### config.mk
export PLATFORM = sky130hd
export DESIGN_NAME = register_file
export DESIGN_NICKNAME = d
export VERILOG_FILES = /design/src/rtl/register_file_pkg.sv /design/src/rtl/decoder_1to32.sv /design/src/rtl/register_file.sv
export SDC_FILE = /design/constraint.sdc
export NUM_CORES = 2
export LEC_CHECK = 0
export BUFFER_PORTS_ARGS = -buffer_cell sky130_fd_sc_hd__buf_2
export CORE_MARGIN = 2
export CORE_UTILIZATION = 40
export DETAILED_ROUTE_END_ITERATION = 10
export GPL_TIMING_DRIVEN = 0
export PLACE_DENSITY_LB_ADDON = 0.12
export SLEW_MARGIN = 25
export SYNTH_ARGS = -nofsm -noshare
export SYNTH_HDL_FRONTEND = slang
export SYNTH_SLANG_ARGS = --single-unit
### constraint.sdc
create_clock -name clk -period 2.3 [get_ports clk]
set_input_delay 0.345 -clock clk [delete_from_list [all_inputs] [get_ports clk]]
set_output_delay 0.345 -clock clk [all_outputs]
set_load 0.02 [all_outputs]
### src/rtl/register_file_pkg.sv
// Shared sizing constants for the register file and its write-enable decoder.
// The optional forwarding feature is controlled by the REGISTER_FILE_BYPASS_EN macro.
package register_file_pkg;

    localparam int DEFAULT_WIDTH     = 32;
    localparam int DEFAULT_ADDR_BITS = 5;
    localparam int ZERO_REG          = 0;

endpackage

### src/rtl/decoder_1to32.sv
// Write-enable decoder: turns a write address plus enable into a one-hot entry-enable vector.
// Sized from ADDR_BITS; the default of 5 gives the 32-way decode the name refers to.
module decoder_1to32
    import register_file_pkg::*;
#(
    parameter int ADDR_BITS = DEFAULT_ADDR_BITS
) (
    input  logic [ADDR_BITS-1:0]    addr_i,
    input  logic                    en_i,
    output logic [2**ADDR_BITS-1:0] onehot_o
);

    always_comb begin
        onehot_o = '0;
        if (en_i) begin
            onehot_o[addr_i] = 1'b1;
        end
    end

endmodule

### src/rtl/register_file.sv
// Two-read, one-write register file with entry 0 hardwired to zero and combinational reads.
// Define REGISTER_FILE_BYPASS_EN to forward same-cycle write data to a matching read port.
module register_file
    import register_file_pkg::*;
#(
    parameter int WIDTH     = DEFAULT_WIDTH,
    parameter int ADDR_BITS = DEFAULT_ADDR_BITS
) (
    input  logic                 clk,
    input  logic                 rst,
    input  logic                 RegWrite,
    input  logic [ADDR_BITS-1:0] WriteRegister,
    input  logic [WIDTH-1:0]     WriteData,
    input  logic [ADDR_BITS-1:0] ReadRegister1,
    input  logic [ADDR_BITS-1:0] ReadRegister2,
    output logic [WIDTH-1:0]     ReadData1,
    output logic [WIDTH-1:0]     ReadData2
);

    localparam int DEPTH = 2 ** ADDR_BITS;

    logic [DEPTH-1:0] writeEnable;
    logic [WIDTH-1:0] entries [DEPTH];
    logic [WIDTH-1:0] storedData1;
    logic [WIDTH-1:0] storedData2;
    logic             unusedZeroEnable;

    decoder_1to32 #(
        .ADDR_BITS (ADDR_BITS)
    ) u_decoder (
        .addr_i   (WriteRegister),
        .en_i     (RegWrite),
        .onehot_o (writeEnable)
    );

    // The zero entry has no storage, so its decoded enable has nowhere to go.
    assign unusedZeroEnable = writeEnable[ZERO_REG];

    for (genvar i = 0; i < DEPTH; i++) begin : g_entry
        if (i == ZERO_REG) begin : g_zero
            assign entries[i] = '0;
        end else begin : g_reg
            logic [WIDTH-1:0] entry_d;
            logic [WIDTH-1:0] entry_q;

            assign entry_d = writeEnable[i] ? WriteData : entry_q;

            always_ff @(posedge clk) begin
                if (rst) begin
                    entry_q <= '0;
                end else begin
                    entry_q <= entry_d;
                end
            end

            assign entries[i] = entry_q;
        end
    end

    assign storedData1 = entries[ReadRegister1];
    assign storedData2 = entries[ReadRegister2];

`ifdef REGISTER_FILE_BYPASS_EN
    // Forward only writes that will actually land: not during reset and never to the zero entry.
    logic bypassValid;

    assign bypassValid = RegWrite && !rst && (WriteRegister != ADDR_BITS'(ZERO_REG));
    assign ReadData1   = (bypassValid && (WriteRegister == ReadRegister1)) ? WriteData : storedData1;
    assign ReadData2   = (bypassValid && (WriteRegister == ReadRegister2)) ? WriteData : storedData2;
`else
    assign ReadData1 = storedData1;
    assign ReadData2 = storedData2;
`endif

endmodule
==> Implementation_results.wiki <==
{| class="wikitable"
! Metric !! Value
|-
| Main flop type after synthesis || dfxtp_1
|-
| Post-synth net total || 6631
|-
| Number of nets in the layout || 6890
|-
| Util after Layout || 0.489
|-
| Clock latency of the later-clocked register in the worst-skew pair || 730 ps
|-
| Path type of the worst setup path || input port to output port
|-
| Data arrival time of the critical path || 2500 ps
|-
| Vias || 48500
|-
| Filler cell count || 12500
|-
| Most numerous cell types in the synthesized netlist || 2148 x nand2_1, 1120 x a21oi_1, 992 x dfxtp_1, 768 x mux2i_1, 409 x clkbuf_1
|-
| Routed WL per cell || 25.2 µm
|-
| Worst Hold Slack || 177 ps
|-
| Routed via count divided by cell count || 5.64
|-
| Final worst setup slack || -548 ps
|-
| Overall die width || 362 µm
|-
| Post-layout minimum cycle time || 2850 ps
|-
| Registers with the most flip-flops || g_entry.g_reg.entry_q x992
|-
| Comb pwr share || 0.127
|-
| Max reg flops || 992
|-
| Worst min-delay path startpoint || WriteRegister[2]
|-
| Post-Route Setup TNS || -28990 ps
|-
| Count of placed standard cells in the final layout, fillers left out || 8596
|-
| Number of levels the H-tree was split into || 3
|-
| Worst min-delay path class || input port to flop
|-
| Warnings from Yosys || 0
|-
| DIE AREA || 0.131 mm²
|-
| GPL Wtd Cong || 1.03
|-
| Sequential cell fraction of total power || 0.411
|-
| EDFF count, synth || 0
|-
| Drt first-iter violations || 4682
|-
| Clock network fraction of total power || 0.462
|-
| Power density over the cells || 679 mW/mm²
|-
| Number of maximum-capacitance constraint violations || 0
|-
| DRT antenna net count || 0
|-
| Fraction of layout instances using a drive strength above 1 || 0.167
|-
| Top-area cell type share of the netlist area || 0.388
|-
| Multi-input logic area || 0.0317 mm²
|-
| Yosys reg bits || 992
|-
| Y dimension of the die || 362 µm
|-
| Area of the core region || 0.127 mm²
|-
| Skew final || 0 ps
|-
| Clock-pin slew on the worst setup and hold paths || 70 ps
|-
| Number of max-slew violations in the final report || 0
|-
| Overflow left after global routing || 0
|-
| Cell variety after synth || 32
|-
| Switch share || 0.277
|-
| Status || finished, violations left
|-
| Period utilisation layout || 1.24
|-
| Number of I/O pins || 114
|-
| Worst VDD drop || 0.000723 V
|-
| Inst Count DP || 8350
|-
| Post-synthesis cell type with the largest combined area || dfxtp_1
|-
| Critical Path Slowest Stage Cell || clkbuf_4
|-
| Nature of the critical path startpoint || input port
|-
| Number of clock buffers inserted by TritonCTS || 114
|-
| Critical Path RT || 1960 ps
|-
| Worst Setup SP || ReadRegister2[3]
|-
| Cell at the root of the clock tree || clkbuf_16
|-
| Setup violation total in the final timing report || 64
|-
| Internal cell power || 30.6 mW
|-
| Mean instance size in the synthesized netlist || 7.79 µm²
|-
| CTS tree || built
|-
| Top fanout value on the critical path || 10
|-
| Max frequency || 351 MHz
|-
| Starting Density || 0.402
|-
| Iteration count of the initial detailed-routing pass || 7
|-
| CTS max path bufs || 3
|-
| Sequential share of the synthesized area || 0.388
|-
| Worst Setup End Kind || output port
|-
| Sw power || 11.7 mW
|-
| Global-route usage over all layers || 0.321
|-
| Biggest area contributors in the synthesized netlist || dfxtp_1 39%, nand2_1 16%, mux2i_1 15%, a21oi_1 11%, a22oi_1 3.8%
|-
| Post-synthesis async set-or-reset flop share || 0
|-
| Register area || 0.0199 mm²
|-
| Summed instance area of the synthesized netlist || 0.0512 mm²
|-
| Number of DRC violations after detailed routing || 0
|-
| Critical path's largest stage delay || 460 ps
|-
| Transition time at the pin with the least slew margin || 1110 ps
|-
| Buffers on Ports || 107
|-
| Initial antenna violation count || 6
|-
| Largest net degree at the start of global routing || 15
|-
| Clk sink count || 992
|-
| Cell row count || 131
|-
| Count of mapped cells out of synthesis || 6581
|-
| Lkg Pwr || 22.7 nW
|-
| Design Power || 42.3 mW
|-
| HPWL after detailed placement || 170000 µm
|-
| Most frequent cell after synthesis || nand2_1
|-
| RSZ-0062 raised after global routing || yes
|-
| Startpoint of the most critical register-to-register path || g_entry[2].g_reg.entry_q[8]
|-
| Post-detailed-routing wire length || 217000 µm
|-
| Top register by number of flip-flops || g_entry.g_reg.entry_q
|-
| Wire length of the first global-routing pass || 314000 µm
|-
| Worst slew margin relative to its limit || 0.258
|-
| Synth-to-layout area growth || 21.5%
|-
| Failing checks || negative setup slack
|-
| Total count of hold-check failures in the final report || 0
|-
| Vias in the first global route || 47500
|-
| Cells along the critical path || buf_2 > or2_2 > clkbuf_1 > clkbuf_4 > nor3_4 > a31oi_4 > nand3_2 > buf_6
|}
[worst paths after layout]
check                                  end  slack [ps]  cells past startpoint
max                          ReadData2[15]        -550                      8
min          g_entry[16].g_reg.entry_q[31]         180                      5
max reg2reg    g_entry[2].g_reg.entry_q[8]        1570                      2
min reg2reg   g_entry[7].g_reg.entry_q[10]         460                      2
[cells by family after synthesis]
family | synth area share
multiplexers | 0.192
AND/OR/NAND/NOR | 0.199
AO/OA/AOI/OAI | 0.166
buffers and inverters | 0.0553
flip-flops | 0.388
[final cells by class]
type / count / area share
Sequential cell: 992 / 0.320
Multi-Input combinational cell: 4938 / 0.509
Clock inverter: 39 / 0.00872
Tap cell: 1662 / 0.0334
Buffer: 646 / 0.0530
Antenna cell: 3 / 0.000121
Clock buffer: 168 / 0.0545
Timing Repair Buffer: 148 / 0.0211
[metrics by stage]
step                worst slack [ps]  instance area [µm²]
global placement               -1820                53900
global route                    -532                62300
floorplan                        128                51200
detailed placement             -1470                53900
CTS                             -491                61500
finish                          -548                62300
[worst max-delay path: cells and delay by family]
family	cells	cell delay (ps)
buffers and inverters	4	1330
AO/OA/AOI/OAI	1	300
AND/OR/NAND/NOR	3	510
[power groups by stage]
stage	Sequential, mW	Clock [mW]	Combinational (mW)
floorplan	17.8	0	2.54
global placement	17.8	0	4.34
detailed placement	17.8	0	4.36
CTS	17.4	19.7	5.10
global route	17.4	20.4	5.52
finish	17.4	19.5	5.35
[placed cells by master (no fill, tap or decap), drive strengths merged, types with 64 or more instances in the layout]
master  instances
nand2        2148
a21oi        1120
dfxtp         992
mux2i         768
clkbuf        581
buf           349
a22oi         256
nand3         194
nor2b          72
nor3           65
mux4           64
mux2           64
a31oi          64
a221oi         64
[per-layer routing]
| metal | wire (µm) | up-vias | part of all wire | track usage |
|---|---|---|---|---|
| met5 | 8 | - | 0.000037 | 0 |
| met4 | 10400 | 2 | 0.048 | 0.140 |
| met3 | 16300 | 412 | 0.075 | 0.0537 |
| met2 | 99700 | 1710 | 0.46 | 0.524 |
| met1 | 90400 | 23200 | 0.42 | 0.417 |
| li1 | - | 23100 | - | - |
[timing repair]
action                                  4_1_cts  5_1_grt
hold buffers                                 32        0
hold endpoints to repair                     32        0
resized for setup                           770      169
buffers inserted                              6        3
endpoints found under the setup margin       64       64
pin swaps                                    94       70
(Power assumes the default switching activity.)
